<file path="src/rtl/fsm_share_arbiter_if.sv">
// Bundle between the requester agents, the shared Moore machine and the arbiter.
// Handshake: a symbol moves on a rising clk edge where reqN_valid and reqN_ready are both high; responses are valid-only, no backpressure.
interface fsm_share_arbiter_if;
    logic       req0_valid;
    logic       req1_valid;
    logic       req0_ready;
    logic       req1_ready;
    logic [1:0] req0_sym;
    logic [1:0] req1_sym;
    logic       req0_last;
    logic       req1_last;
    logic       fsm_i;
    logic       fsm_j;
    logic       fsm_x;
    logic       fsm_y;
    logic       rsp_valid;
    logic       rsp_id;
    logic [1:0] rsp_xy;
    logic       rsp_last;
    logic       busy;
    logic       abort;
    logic [1:0] dbg_state;

    modport master (
        output req0_valid, req1_valid, req0_sym, req1_sym, req0_last, req1_last,
        output fsm_x, fsm_y,
        input  req0_ready, req1_ready, fsm_i, fsm_j,
        input  rsp_valid, rsp_id, rsp_xy, rsp_last, busy, abort, dbg_state
    );

    modport slave (
        input  req0_valid, req1_valid, req0_sym, req1_sym, req0_last, req1_last,
        input  fsm_x, fsm_y,
        output req0_ready, req1_ready, fsm_i, fsm_j,
        output rsp_valid, rsp_id, rsp_xy, rsp_last, busy, abort, dbg_state
    );
endinterface

</file>
<file path="src/rtl/fsm_share_arbiter.sv">
// Round-robin owner of one shared i/j -> x/y Moore machine: homes it to A,
// streams the owner's symbols into it and returns {x,y} three cycles after each accept.
module fsm_share_arbiter #(
    parameter int TIMEOUT = 16
) (
    input logic               clk,
    input logic               rstN,
    fsm_share_arbiter_if.slave bus
);
    typedef enum logic [1:0] {
        ST_IDLE = 2'd0,
        ST_HOME = 2'd1,
        ST_RUN  = 2'd2
    } state_t;

    localparam logic [7:0] LP_LAST_BUBBLE = 8'(TIMEOUT - 1);

    state_t     r_state;
    logic       r_ptr;
    logic       r_owner;
    logic [1:0] r_ready;
    logic       r_home_step;
    logic [7:0] r_bubble;
    logic [1:0] r_home_cnt;
    logic       r_fsm_i;
    logic       r_fsm_j;
    logic       r_busy;
    logic       r_abort;
    logic       r_p1_vld, r_p1_id, r_p1_last;
    logic       r_p2_vld, r_p2_id, r_p2_last;
    logic       r_rsp_vld, r_rsp_id, r_rsp_last;
    logic [1:0] r_rsp_xy;

    logic       w_acc;
    logic [1:0] w_sym;
    logic       w_last;
    logic       w_pick;
    logic       w_homed;

    assign w_acc  = (r_ready[0] & bus.req0_valid) | (r_ready[1] & bus.req1_valid);
    assign w_sym  = r_owner ? bus.req1_sym  : bus.req0_sym;
    assign w_last = r_owner ? bus.req1_last : bus.req0_last;
    assign w_pick = (bus.req0_valid & bus.req1_valid) ? r_ptr : bus.req1_valid;
    // The drive of the grant cycle still steps the machine, so it must be {0,0} too.
    assign w_homed = (r_home_cnt == 2'd2) && !r_fsm_i && !r_fsm_j;

    always_ff @(posedge clk or negedge rstN) begin
        if (!rstN) begin
            r_state     <= ST_IDLE;
            r_ptr       <= 1'b0;
            r_owner     <= 1'b0;
            r_ready     <= 2'b00;
            r_home_step <= 1'b0;
            r_bubble    <= 8'd0;
            r_home_cnt  <= 2'd2;
            r_fsm_i     <= 1'b0;
            r_fsm_j     <= 1'b0;
            r_busy      <= 1'b0;
            r_abort     <= 1'b0;
            r_p1_vld    <= 1'b0;
            r_p1_id     <= 1'b0;
            r_p1_last   <= 1'b0;
            r_p2_vld    <= 1'b0;
            r_p2_id     <= 1'b0;
            r_p2_last   <= 1'b0;
            r_rsp_vld   <= 1'b0;
            r_rsp_id    <= 1'b0;
            r_rsp_last  <= 1'b0;
            r_rsp_xy    <= 2'b00;
        end else begin
            r_abort <= 1'b0;
            r_fsm_i <= w_acc & w_sym[1];
            r_fsm_j <= w_acc & w_sym[0];

            if (r_fsm_i || r_fsm_j) begin
                r_home_cnt <= 2'd0;
            end else if (r_home_cnt != 2'd2) begin
                r_home_cnt <= r_home_cnt + 2'd1;
            end

            // Accept -> drive (n+1) -> machine output (n+2) -> response (n+3).
            r_p1_vld   <= w_acc;
            r_p1_id    <= w_acc & r_owner;
            r_p1_last  <= w_acc & w_last;
            r_p2_vld   <= r_p1_vld;
            r_p2_id    <= r_p1_id;
            r_p2_last  <= r_p1_last;
            r_rsp_vld  <= r_p2_vld;
            r_rsp_id   <= r_p2_id;
            r_rsp_last <= r_p2_last;
            r_rsp_xy   <= r_p2_vld ? {bus.fsm_x, bus.fsm_y} : 2'b00;

            case (r_state)
                ST_IDLE: begin
                    if (bus.req0_valid || bus.req1_valid) begin
                        r_owner  <= w_pick;
                        r_ptr    <= ~w_pick;
                        r_busy   <= 1'b1;
                        r_bubble <= 8'd0;
                        if (w_homed) begin
                            r_state <= ST_RUN;
                            r_ready <= w_pick ? 2'b10 : 2'b01;
                        end else begin
                            r_state     <= ST_HOME;
                            r_home_step <= 1'b0;
                        end
                    end
                end
                ST_HOME: begin
                    if (r_home_step) begin
                        r_state <= ST_RUN;
                        r_ready <= r_owner ? 2'b10 : 2'b01;
                    end else begin
                        r_home_step <= 1'b1;
                    end
                end
                ST_RUN: begin
                    if (w_acc) begin
                        r_bubble <= 8'd0;
                        if (w_last) begin
                            r_state <= ST_IDLE;
                            r_ready <= 2'b00;
                            r_busy  <= 1'b0;
                        end
                    end else if (r_bubble == LP_LAST_BUBBLE) begin
                        r_abort  <= 1'b1;
                        r_state  <= ST_IDLE;
                        r_ready  <= 2'b00;
                        r_busy   <= 1'b0;
                        r_bubble <= 8'd0;
                    end else begin
                        r_bubble <= r_bubble + 8'd1;
                    end
                end
                default: begin
                    r_state <= ST_IDLE;
                    r_ready <= 2'b00;
                    r_busy  <= 1'b0;
                end
            endcase
        end
    end

    assign bus.req0_ready = r_ready[0];
    assign bus.req1_ready = r_ready[1];
    assign bus.fsm_i      = r_fsm_i;
    assign bus.fsm_j      = r_fsm_j;
    assign bus.rsp_valid  = r_rsp_vld;
    assign bus.rsp_id     = r_rsp_id;
    assign bus.rsp_xy     = r_rsp_xy;
    assign bus.rsp_last   = r_rsp_last;
    assign bus.busy       = r_busy;
    assign bus.abort      = r_abort;
    assign bus.dbg_state  = r_state;
endmodule

</file>
<file path="src/flat_wrapper.sv">
// flat-port wrapper written by rule: the top's interface ports become plain ports
module fsm_share_arbiter_flat 
#(
    parameter int TIMEOUT = 16
)
  (clk, rstN, bus_req0_valid, bus_req1_valid, bus_req0_sym, bus_req1_sym, bus_req0_last, bus_req1_last, bus_fsm_x, bus_fsm_y, bus_req0_ready, bus_req1_ready, bus_fsm_i, bus_fsm_j, bus_rsp_valid, bus_rsp_id, bus_rsp_xy, bus_rsp_last, bus_busy, bus_abort, bus_dbg_state);
  fsm_share_arbiter_if bus_i ();
  input logic clk;
  input logic rstN;
  input wire logic [$bits(bus_i.req0_valid)-1:0] bus_req0_valid;
  input wire logic [$bits(bus_i.req1_valid)-1:0] bus_req1_valid;
  input wire logic [$bits(bus_i.req0_sym)-1:0] bus_req0_sym;
  input wire logic [$bits(bus_i.req1_sym)-1:0] bus_req1_sym;
  input wire logic [$bits(bus_i.req0_last)-1:0] bus_req0_last;
  input wire logic [$bits(bus_i.req1_last)-1:0] bus_req1_last;
  input wire logic [$bits(bus_i.fsm_x)-1:0] bus_fsm_x;
  input wire logic [$bits(bus_i.fsm_y)-1:0] bus_fsm_y;
  output wire logic [$bits(bus_i.req0_ready)-1:0] bus_req0_ready;
  output wire logic [$bits(bus_i.req1_ready)-1:0] bus_req1_ready;
  output wire logic [$bits(bus_i.fsm_i)-1:0] bus_fsm_i;
  output wire logic [$bits(bus_i.fsm_j)-1:0] bus_fsm_j;
  output wire logic [$bits(bus_i.rsp_valid)-1:0] bus_rsp_valid;
  output wire logic [$bits(bus_i.rsp_id)-1:0] bus_rsp_id;
  output wire logic [$bits(bus_i.rsp_xy)-1:0] bus_rsp_xy;
  output wire logic [$bits(bus_i.rsp_last)-1:0] bus_rsp_last;
  output wire logic [$bits(bus_i.busy)-1:0] bus_busy;
  output wire logic [$bits(bus_i.abort)-1:0] bus_abort;
  output wire logic [$bits(bus_i.dbg_state)-1:0] bus_dbg_state;
  assign bus_i.req0_valid = bus_req0_valid;
  assign bus_i.req1_valid = bus_req1_valid;
  assign bus_i.req0_sym = bus_req0_sym;
  assign bus_i.req1_sym = bus_req1_sym;
  assign bus_i.req0_last = bus_req0_last;
  assign bus_i.req1_last = bus_req1_last;
  assign bus_i.fsm_x = bus_fsm_x;
  assign bus_i.fsm_y = bus_fsm_y;
  assign bus_req0_ready = bus_i.req0_ready;
  assign bus_req1_ready = bus_i.req1_ready;
  assign bus_fsm_i = bus_i.fsm_i;
  assign bus_fsm_j = bus_i.fsm_j;
  assign bus_rsp_valid = bus_i.rsp_valid;
  assign bus_rsp_id = bus_i.rsp_id;
  assign bus_rsp_xy = bus_i.rsp_xy;
  assign bus_rsp_last = bus_i.rsp_last;
  assign bus_busy = bus_i.busy;
  assign bus_abort = bus_i.abort;
  assign bus_dbg_state = bus_i.dbg_state;
  fsm_share_arbiter #(.TIMEOUT(TIMEOUT)) u_core (.clk(clk), .rstN(rstN), .bus(bus_i));
endmodule
</file>
<file path="config.mk">
export PLATFORM = sky130hd
export DESIGN_NAME = fsm_share_arbiter_flat
export DESIGN_NICKNAME = d
export VERILOG_FILES = /design/src/rtl/fsm_share_arbiter_if.sv /design/src/rtl/fsm_share_arbiter.sv /design/src/flat_wrapper.sv
export SDC_FILE = /design/constraint.sdc
export NUM_CORES = 1
export LEC_CHECK = 0
export ABC_AREA = 1
export BUFFER_PORTS_ARGS = -buffer_cell sky130_fd_sc_hd__buf_2
export CAP_MARGIN = 10
export CELL_PAD_IN_SITES_DETAIL_PLACEMENT = 0
export CELL_PAD_IN_SITES_GLOBAL_PLACEMENT = 1
export CORE_AREA = 5 5 65 67
export DETAILED_ROUTE_END_ITERATION = 10
export DIE_AREA = 0 0 70 72
export PLACE_DENSITY = 0.8
export REMOVE_ABC_BUFFERS = 1
export SETUP_SLACK_MARGIN = 0.1
export SYNTH_ARGS = -nofsm -noshare
export SYNTH_HDL_FRONTEND = slang
export SYNTH_SLANG_ARGS = --single-unit
</file>
<file path="constraint.sdc">
create_clock -name clk -period 3.06 [get_ports clk]
set_clock_uncertainty 0.1 [all_clocks]
set_input_delay 0.153 -clock clk [delete_from_list [all_inputs] [get_ports clk]]
set_output_delay 0.153 -clock clk [all_outputs]
set_load 0.01 [all_outputs]
</file>
After elaboration in Yosys (flattened, before gate mapping). Cells that the tools add are included.

Flip-flop bits (word level): 32. Input bits: 12. Output and inout bits: 13. Logic and storage cells: 94.

$add $sub $neg: 2. Eq/ne operators: 11. Multiplexer cells: 34. Bitwise logic cells: 10. Reduce and logical (&&, ||, !) cells: 16.

Operator list (number): $mux 2 (15); $mux 8 (3); $pmux 8 s2 (1); $pmux 2 s3 (2); $mux 1 (11); $add 8x1->8 const B (1); $eq 8x4->1 const B (1); $reduce_and 4->1 (2); $and 1x1->1 (7); $ne 2x1->1 const B (3); $reduce_bool 2->1 (3); $reduce_and 5->1 (1); $eq 2x2->1 const B (2); $ne 2x2->1 const B (2); $reduce_and 2->1 (2); $ne 3x1->1 const B (1); $ne 3x3->1 const B (1); $pmux 1 s3 (1); $reduce_and 3->1 (1); $add 2x1->2 const B (1); $eq 2x1->1 const B (1); $logic_and 1x1->1 (2); $logic_not 1->1 (2); $logic_not 2->1 (1); other kinds (4) (6).

Longest topological paths before layout. Gate-level depths: netlist of run 1.

Word-level depth: 6. Gate-level depth with buffers: 8. Depth with buffers taken out: 8.

Worst setup path after synthesis of run 1. Ideal clock, no wire load.

Kind: register -> register. Start point: register u_core.r_bubble[0]. End point: register u_core.r_state[1], in the netlist u_core.bus.dbg_state[1]. Library setup time: 0.124 ns. Arrival: 1.158 ns. Required time: 2.836 ns. Setup slack: 1.679 ns. Stages on the path, launching flop included: 8. Path buffers: 0. Period minus slack after synthesis: 1.381 ns. Path through: dfrtp_1 > ha_1 > inv_1 > nor2_4 > nand3_2 > nand2_4 > nand2_1 > o21bai_1.

Word-level cells in the longest chain between the ends: 3.

Ends and longest elaborated chain: start: declaration (line fsm_share_arbiter.sv:23) `logic [7:0] r_bubble;`; start signal: assignment (line fsm_share_arbiter.sv:132) `r_bubble <= r_bubble + 8'd1;`; $eq 8x4->1 (line fsm_share_arbiter.sv:125) `end else if (r_bubble == LP_LAST_BUBBLE) begin`; $ne 3x1->1 (no source line); $reduce_and 4->1 (no source line); end signal: assignment (line fsm_share_arbiter.sv:121) `r_state <= ST_IDLE;`; end signal: assignment (line fsm_share_arbiter.sv:127) `r_state <= ST_IDLE;`; end signal: assignment (line fsm_share_arbiter.sv:136) `r_state <= ST_IDLE;`; end: declaration (line fsm_share_arbiter.sv:18) `state_t r_state;`.

No other way between the ends. A chain may end at the register's enable or synchronous reset.

Worst setup path after layout of run 1. Ends and elaborated chain as after synthesis.

==> qor.txt, run 1 <==
fin util -> 50.84%
final setup vio count -> 0
post-route ant nets -> 0
worst skew pair latency -> 330 ps
Ys Warns -> 0
Die Ht -> 72 um
reg2reg start -> u_core.r_bubble[0]
ys flop type -> dfrtp_1
final worst path period share -> 50.68%
Final Wtd Congestion -> 0.8877
measured slew at the worst slew-check pin -> 713.8 ps
number of synthesized flops with an enable pin -> 0
leakage -> 1.011 nW
drt pass-1 iters -> 4
worst rel slew slack -> 52.41%
pre-CTS setup slack -> 1547 ps
worst hold path depth -> 5
Total GRT Usage -> 14.44%
DRC viols -> 0
R2R Setup Slk -> 1510 ps
I/O Pins -> 25
Initial DRC Count -> 76
Async S/R FF share, synth -> 100.0%
area grow syn2layout -> 21.07%
CP Cell Sequence -> ha_1 > inv_1 > nor2_4 > nand3_2 > nand2_4 > nand2_1 > o21bai_1
CTS tree -> yes
crit start category -> flip-flop
Synth Cell Area -> 1503 um^2
Hold Crit Class -> input port to flip-flop
H-tree depth -> 2
maximum fanout along the worst path -> 6
RSZ-0062 raised after global routing -> no
Min Clock Period, post-route -> 1551 ps
commonest non-fill, non-tap cell in the layout -> nand2_1
CP arrival -> 1660 ps
Placeable Area -> 3578 um^2
largest net degree at the start of global routing -> 33
Unique masters post-synth -> 29
worst r2r dst -> u_core.bus.dbg_state[1]
vias in the first global route -> 1262
Post-CTS Resized -> 0
Fmax -> 644.8 MHz
Worst-path clk slew -> 100 ps
Final HPWL DP -> 2283 um
drt wl/cell -> 12.36 um
TNS Setup -> 0 ps
WHS Endpoint -> u_core.bus.fsm_i
post-synthesis sequential area ratio -> 53.37%
Syn Area/Cell -> 8.998 um^2
die width -> 70 um
Buf+Inv Stages, Crit Path -> 1
Req. time, crit path -> 3170 ps
Post-CTS Setup Inserts -> 0
Via Count -> 1237
diode count -> 0
# nets final -> 218
Cell Pwr Density -> 903.2 nW/um^2
cts bufs inserted -> 5
hold violation count in the final report -> 0
hold_sp -> bus_req1_sym[1]
CP top delay family -> simple AND/OR/NAND/NOR gates
Max Cap Viol -> 0
Crit-path slowest cell -> dfrtp_1
FF-to-FF path depth -> 7
initial antenna violation count -> 0
synthesis-stage register bit count -> 32
share of cells above drive strength 1 -> 25.37%
total gr overflow -> 0
IO Port Bufs -> 24
root buf cell -> clkbuf_4
die area -> 5040 um^2
Row Count -> 22
PnR worst setup slack -> 1509 ps
most frequent cells in the layout -> 48 x nand2_1, 31 x dfrtp_1, 24 x buf_2
slowest stage delay, CP -> 410 ps
DRT Wirelength -> 3127 um
Via density -> 4.889
CTS sink count -> 32
Synth Instances -> 167
Clock Tree Buf Depth -> 2
first-pass GRT wire length -> 5851 um
Starting Density -> 41.99%
Worst VDD drop -> 0.4638 mV
crit end category -> flip-flop
CP Class -> flip-flop to flip-flop
outcome -> complete, no violations
max-slew violation total from the final report -> 0
[report_power, final]
group / total (mW) / switching (mW) / internal, mW / leakage [nW]
Combinational: 0.682 / 0.428 / 0.254 / 0.551
Sequential: 0.646 / 0.0894 / 0.557 / 0.417
Clock: 0.315 / 0.144 / 0.171 / 0.0422
Total: 1.64 / 0.661 / 0.982 / 1.01
[state kept, by name (all words and copies together), names as in the netlist, 2 cells and up]
name,flops
u_core.bus.rsp_xy,2
u_core.r_bubble,8
u_core.r_home_cnt,2
u_core.bus.dbg_state,2
u_core.r_ready,2
[cells by family (layout without fill, tap and decap cells)]
kind of cell | count (synthesis) | in the layout | synth area share (%)
flops | 32 | 32 | 53.37
fa+ha+maj | 2 | 2 | 1.665
xor+xnor | 1 | 1 | 0.5830
buf+inv | 24 | 62 | 6.162
compound gates | 20 | 20 | 8.577
simple gates | 88 | 88 | 29.64
[repair_timing]
item                                   in CTS  in global routing
hold buffers                                6                  0
endpoints found under the hold margin      35                  0
setup endpoints to repair                   0                  0
[worst register-to-register path: stages (launching register included)]
cell and delay [ps]:
dfrtp_1 410, ha_1 230, inv_1 100, nor2_4 140
nand3_2 130, nand2_4 120, nand2_1 50, o21bai_1 150
[worst max path at each step]
| stage | cells after the start | end | slack (ps) | start |
|---|---|---|---|---|
| after floorplan | 7 | u_core.bus.dbg_state[1] | 1680 | u_core.r_bubble[0] |
| after global placement | 7 | u_core.bus.dbg_state[1] | 1620 | u_core.r_bubble[0] |
| after detailed placement | 7 | u_core.bus.dbg_state[1] | 1550 | u_core.r_bubble[0] |
| after CTS | 6 | u_core.bus.fsm_j | 1500 | u_core.r_owner |
| after global routing | 6 | u_core.bus.fsm_j | 1380 | u_core.r_owner |
| final | 7 | u_core.bus.dbg_state[1] | 1510 | u_core.r_bubble[0] |
[area by class of cell]
| class | count | area (um^2) |
|---|---|---|
| clock buffers | 6 | 41.29 |
| clock inverters | 2 | 35.03 |
| fillers | 352 | 1759 |
| inverters | 24 | 92.59 |
| multi-input cells | 111 | 608.1 |
| flip-flops and latches | 32 | 802.0 |
| well taps | 48 | 60.06 |
| repair buffers | 30 | 180.2 |
[through the flow]
stage          std cells  cell area, um^2  hold WS (ps)  power [mW]
2_1_floorplan        167             1503        -242.6       1.136
3_3_place_gp         239             1683         128.0       1.304
3_5_place_dp         239             1683         143.0       1.331
4_1_cts              253             1819         2.176       1.666
5_1_grt              253             1819         50.51       1.782
6_report             253             1819         11.02       1.643
[synthesized netlist by cell type (2+ instances only)]
master	instances	area (um^2)
nand2_2	2	12.51
dfrtp_1	31	775.7
inv_2	3	11.26
inv_1	20	75.07
nand2_4	4	45.04
o21ai_0	5	25.02
nand2_1	48	180.2
nor2_1	13	48.80
nor2_4	2	22.52
nand3_2	3	30.03
nand4_1	6	37.54
o21bai_1	2	15.01
ha_1	2	25.02
nand3_1	6	30.03
a21oi_1	6	30.03
[layer usage]
| metal | vias up | global-route usage (%) | wire (um) |
|---|---|---|---|
| met2 | 32 | 22.25 | 1449 |
| met4 | 0 | 6.809 | 17 |
| met5 | - | 0 | 0 |
| met3 | 2 | 4.294 | 189 |
| li1 | 605 | - | - |
| met1 | 598 | 18.74 | 1471 |
Note: power is estimated with default switching activity, not from simulation.
==> run 2, diff against run 1 <==
--- a/config.mk
+++ b/config.mk
@@ -10,10 +10,10 @@
 export CAP_MARGIN = 10
 export CELL_PAD_IN_SITES_DETAIL_PLACEMENT = 0
 export CELL_PAD_IN_SITES_GLOBAL_PLACEMENT = 1
-export CORE_AREA = 5 5 65 67
+export CORE_AREA = 5 5 70 72
 export DETAILED_ROUTE_END_ITERATION = 10
-export DIE_AREA = 0 0 70 72
-export PLACE_DENSITY = 0.8
+export DIE_AREA = 0 0 75 77
+export PLACE_DENSITY = 0.73
 export REMOVE_ABC_BUFFERS = 1
 export SETUP_SLACK_MARGIN = 0.1
 export SYNTH_ARGS = -nofsm -noshare
==> constraint.sdc (replaced) <==
create_clock -name clk -period 1.31 [get_ports clk]
set_clock_uncertainty 0.1 [all_clocks]
set_input_delay 0.0655 -clock clk [delete_from_list [all_inputs] [get_ports clk]]
set_output_delay 0.0655 -clock clk [all_outputs]
set_load 0.01 [all_outputs]
==> qor.txt, run 2 (synthesis gave the netlist of run 1 again) <==
outcome -> finished with violations
failing checks -> setup timing
IO Port Bufs -> 24
total gr overflow -> 0
crit end category -> flip-flop
H-tree depth -> 2
hold violation count in the final report -> 0
crit start category -> flip-flop
CP top delay family -> flip-flops
Die Ht -> 77 um
first-pass GRT wire length -> 5809 um
share of cells above drive strength 1 -> 37.55%
die area -> 5775 um^2
diode count -> 0
Via Count -> 1251
Total GRT Usage -> 12.96%
CTS tree -> yes
Fmax -> 717.9 MHz
Clk pwr share -> 16.8%
measured slew at the worst slew-check pin -> 377.9 ps
PnR worst setup slack -> -82.88 ps
Int Pwr -> 2.600 mW
Worst-path clk slew -> 70 ps
largest net degree at the start of global routing -> 19
Final Wtd Congestion -> 0.8314
most frequent cells in the layout -> 47 x nand2_1, 31 x dfrtp_1, 24 x buf_2
Most flops, register -> u_core.r_bubble
post-route ant nets -> 0
maximum fanout along the worst path -> 2
CTS sink count -> 32
Hold Crit Class -> input port to flip-flop
Clock Tree Buf Depth -> 2
DRT Wirelength -> 3423 um
RSZ-0062 raised after global routing -> yes
non-filler cells, final -> 281
I/O Pins -> 25
CP arrival -> 1470 ps
DP Area -> 1821 um^2
leakage -> 1.135 nW
Req. time, crit path -> 1390 ps
CP Cell Sequence -> ha_2 > inv_2 > nor2_4 > buf_4 > buf_4 > a21o_1 > inv_1 > nor2_1
Cell Pwr Density -> 2053 nW/um^2
final worst path period share -> 106.3%
Crit-path slowest cell -> dfrtp_1
Cell Count Post-Placement -> 259
Max Cap Viol -> 0
Comb pwr share -> 48.2%
drt pass-1 iters -> 4
vias in the first global route -> 1244
Min Clock Period, post-route -> 1393 ps
commonest non-fill, non-tap cell in the layout -> nand2_1
# nets final -> 242
CP most frequent cell -> buf_4
Row Count -> 24
register share of total power -> 35.0%
max reg flops -> 8
cts bufs inserted -> 5
worst rel slew slack -> 74.81%
die width -> 75 um
area grow syn2layout -> 39.38%
slowest stage delay, CP -> 390 ps
Placeable Area -> 4234 um^2
initial antenna violation count -> 0
switching share of power -> 39.54%
Starting Density -> 35.49%
Worst VDD drop -> 0.8334 mV
max-slew violation total from the final report -> 0
design area -> 2095 um^2
drt wl/cell -> 12.18 um
Buf+Inv Stages, Crit Path -> 4
CP Class -> flip-flop to flip-flop
Final HPWL DP -> 2391 um
DRC viols -> 0
Initial DRC Count -> 37
root buf cell -> clkbuf_8
final setup vio count -> 8
Via density -> 4.452
Net Sw Power -> 1.700 mW
worst skew pair latency -> 280 ps
[run 2: cell count changes in the layout (fill, tap and decap cells not counted), sizes merged]
| cell | previous run | this run |
|---|---|---|
| buf | 24 | 47 |
| bufinv | 1 | 0 |
| clkbuf | 6 | 7 |
| dlygate4sd3 | 6 | 7 |
[run 2: metrics by stage]
| stage | hold WS [ps] | utilization [%] | power, mW | TNS [ps] | setup WS, ps |
|---|---|---|---|---|---|
| after CTS | 58.27 | 48.49 | 4.246 | -142.5 | -41.27 |
| final | 66.17 | 49.47 | 4.300 | -316.6 | -82.88 |
| after global routing | 88.17 | 49.47 | 4.660 | -1197 | -129.1 |
| after global placement | -92.89 | 43.00 | 3.253 | -357.8 | -91.04 |
| after detailed placement | -93.72 | 43.00 | 3.265 | -472.0 | -97.97 |
| after floorplan | -330.1 | - | 2.655 | -267.1 | -71.38 |
[run 2: metal layers]
| layer | up-vias | GRT usage [%] | wire length (um) |
|---|---|---|---|
| met1 | 566 | 17.28 | 1666 |
| met2 | 24 | 19.77 | 1539 |
| met3 | 5 | 4.314 | 168 |
| li1 | 656 | - | - |
| met4 | 0 | 3.737 | 49 |
| met5 | - | 0 | 0 |
[run 2: area by class of cell]
| cell class | count | area [um^2] |
|---|---|---|
| clock inverter | 1 | 5.005 |
| inverter | 24 | 92.59 |
| clock buffer | 7 | 76.32 |
| sequential | 32 | 802.0 |
| fill | 411 | 2140 |
| timing repair buffer | 54 | 386.6 |
| tap | 52 | 65.06 |
| multi-input combinational | 111 | 666.9 |
[run 2: what timing repair did]
item | CTS | global route
gates resized for setup | 14 | 6
endpoints found under the setup margin | 16 | 19
hold endpoints to repair | 36 | 0
hold buffers | 7 | 0
pin swaps | 5 | 3
setup buffers | 4 | 3
[run 2: worst paths after layout]
check                                   start  cells past startpoint  slack [ps]                       to
setup reg to reg           u_core.r_bubble[1]                      8         -80       u_core.r_bubble[4]
hold / removal                  bus_req0_last                      5          70         u_core.r_p1_last
hold reg to reg              u_core.r_p2_last                      0         250      u_core.bus.rsp_last
max in group asynchronous                rstN                      3         560        u_core.bus.rsp_id
min in group asynchronous                rstN                      2         130  u_core.bus.dbg_state[0]
setup / recovery           u_core.r_bubble[1]                      8         -80       u_core.r_bubble[4]
[run 2: worst min-delay path, stage by stage]
cell and delay [ps]:
buf_2 100, inv_1 40, nand2_1 40, nand2_1 100, nor2_1 60
[run 2: power groups by stage]
stage               clock, mW  combinational, mW  sequential (mW)
CTS                     0.760               1.99             1.50
global route            0.803               2.31             1.55
finish                  0.724               2.07             1.51
floorplan                   0               1.10             1.55
global placement            0               1.76             1.50
detailed placement          0               1.76             1.50
==> run 3, diff against run 2 <==
--- a/config.mk
+++ b/config.mk
@@ -10,9 +10,9 @@
 export CAP_MARGIN = 10
 export CELL_PAD_IN_SITES_DETAIL_PLACEMENT = 0
 export CELL_PAD_IN_SITES_GLOBAL_PLACEMENT = 1
-export CORE_AREA = 5 5 70 72
+export CORE_AREA = 2 2 67 69
 export DETAILED_ROUTE_END_ITERATION = 10
-export DIE_AREA = 0 0 75 77
+export DIE_AREA = 0 0 69 71
 export PLACE_DENSITY = 0.73
 export REMOVE_ABC_BUFFERS = 1
 export SETUP_SLACK_MARGIN = 0.1
==> qor.txt, run 3 (synthesis gave the netlist of run 1 again) <==
outcome -> finished with violations
failing checks -> setup timing
crit start category -> flip-flop
worst skew pair latency -> 290 ps
drt wl/cell -> 12.21 um
Via Count -> 1310
reg2reg start -> u_core.r_bubble[1]
Placeable Area -> 4204 um^2
Min Clock Period, post-route -> 1347 ps
PnR worst setup slack -> -36.85 ps
crit end category -> flip-flop
drt pass-1 iters -> 4
Worst-path clk slew -> 70 ps
CTS sink count -> 32
slowest stage delay, CP -> 350 ps
hold slack -> 63.12 ps
Req. time, crit path -> 1370 ps
RSZ-0062 raised after global routing -> yes
Via density -> 4.746
Register Area -> 807.0 um^2
Crit-path slowest cell -> dfrtp_1
die width -> 69 um
Hold Crit Class -> input port to flip-flop
diode count -> 0
Clock Tree Buf Depth -> 2
max reg flops -> 8
Initial DRC Count -> 44
IO Port Bufs -> 24
die area -> 4899 um^2
CP arrival -> 1410 ps
worst rel slew slack -> 73.28%
# nets final -> 237
multi-input logic area -> 708.2 um^2
Fmax -> 742.5 MHz
hold_sp -> bus_req1_valid
Most flops, register -> u_core.r_bubble
Worst VDD drop -> 0.6477 mV
hold violation count in the final report -> 0
design area -> 2120 um^2
initial antenna violation count -> 0
maximum fanout along the worst path -> 6
Cell Pwr Density -> 2119 nW/um^2
area grow syn2layout -> 41.05%
Final HPWL DP -> 2380 um
CP Cell Sequence -> ha_2 > inv_2 > nor2_4 > nand3_4 > nand2_4 > nand2_1 > o21bai_1
worst hold path depth -> 3
Max Cap Viol -> 0
final worst path period share -> 102.8%
leakage -> 1.120 nW
vias in the first global route -> 1279
largest net degree at the start of global routing -> 33
I/O Pins -> 25
Die Ht -> 71 um
CP Class -> flip-flop to flip-flop
measured slew at the worst slew-check pin -> 400.7 ps
post-route ant nets -> 0
DRC viols -> 0
cts bufs inserted -> 5
H-tree depth -> 2
most frequent cells in the layout -> 48 x nand2_1, 27 x dfrtp_1, 24 x buf_2
Row Count -> 24
fill count -> 399
first-pass GRT wire length -> 5713 um
FF-to-FF path depth -> 7
DRT Wirelength -> 3370 um
commonest non-fill, non-tap cell in the layout -> nand2_1
Starting Density -> 35.74%
Final Wtd Congestion -> 0.8488
R2R Setup Slk -> -40 ps
worst r2r dst -> u_core.bus.dbg_state[1]
final setup vio count -> 3
DP Area -> 1793 um^2
CTS tree -> yes
max-slew violation total from the final report -> 0
total gr overflow -> 0
Total GRT Usage -> 14.92%
WHS Endpoint -> u_core.r_owner
root buf cell -> clkbuf_8
share of cells above drive strength 1 -> 39.29%
run 3: changes by cell type in the layout (fill, tap and decap cells not counted), sizes merged:
cell / before / now
buf: 47 / 42
clkinv: 1 / 0
clkbuf: 7 / 8
run 3: final cells by class:
class / count / share of cell area (%)
sequential: 32 / 38.08
multi-input combinational: 111 / 33.41
timing repair buffer: 49 / 16.23
clock buffer: 8 / 4.723
inverter: 24 / 4.486
tap: 52 / 3.070
run 3: metrics by stage:
stage,setup TNS (ps),power (mW),std cells,setup WS [ps],util [%]
6_report,-51.55,4.490,276,-36.85,50.42
4_1_cts,-114.0,4.379,275,-43.80,49.05
3_3_place_gp,-96.73,3.210,257,-26.90,42.65
2_1_floorplan,-267.1,2.655,167,-71.38,-
3_5_place_dp,-326.4,3.279,257,-80.38,42.65
5_1_grt,-725.5,4.835,276,-107.4,50.42
run 3: how the worst max path moves through the flow:
| stage | startpoint | end | cells past startpoint |
|---|---|---|---|
| finish | u_core.r_bubble[1] | u_core.bus.dbg_state[1] | 7 |
| global route | u_core.r_bubble[1] | u_core.bus.dbg_state[1] | 7 |
| CTS | u_core.r_bubble[1] | u_core.bus.dbg_state[1] | 7 |
| detailed placement | u_core.r_home_cnt[1] | u_core.bus.dbg_state[1] | 5 |
| global placement | u_core.r_home_cnt[1] | u_core.r_ready[0] | 6 |
| floorplan | u_core.r_bubble[0] | u_core.bus.dbg_state[1] | 7 |
run 3: critical path: cells and delay by family (launching register included):
kind	cells	cell delay [ps]
and+or+nand+nor	4	360
DFF	1	350
adders and majority gates	1	180
AOI/OAI and AO/OA	1	160
buffers and inverters	1	50
run 3: layer usage:
metal | track usage (%) | wire length (um) | vias up
met5 | 0 | 0 | -
met4 | 6.100 | 65 | 0
met3 | 4.558 | 170 | 8
met2 | 24.25 | 1632 | 33
met1 | 18.63 | 1502 | 618
li1 | - | - | 651
run 3: where the power goes:
part,internal [mW],switching [mW]
combinational,0.911,1.19
sequential,1.31,0.227
clock,0.480,0.371
total,2.70,1.79
run 3: timing repair:
item | CTS | global route
hold buffers | 7 | 0
setup buffers | 3 | 2
endpoints found under the hold margin | 35 | 0
gates resized for setup | 20 | 13
pin swaps | 8 | 5
endpoints found under the setup margin | 17 | 17
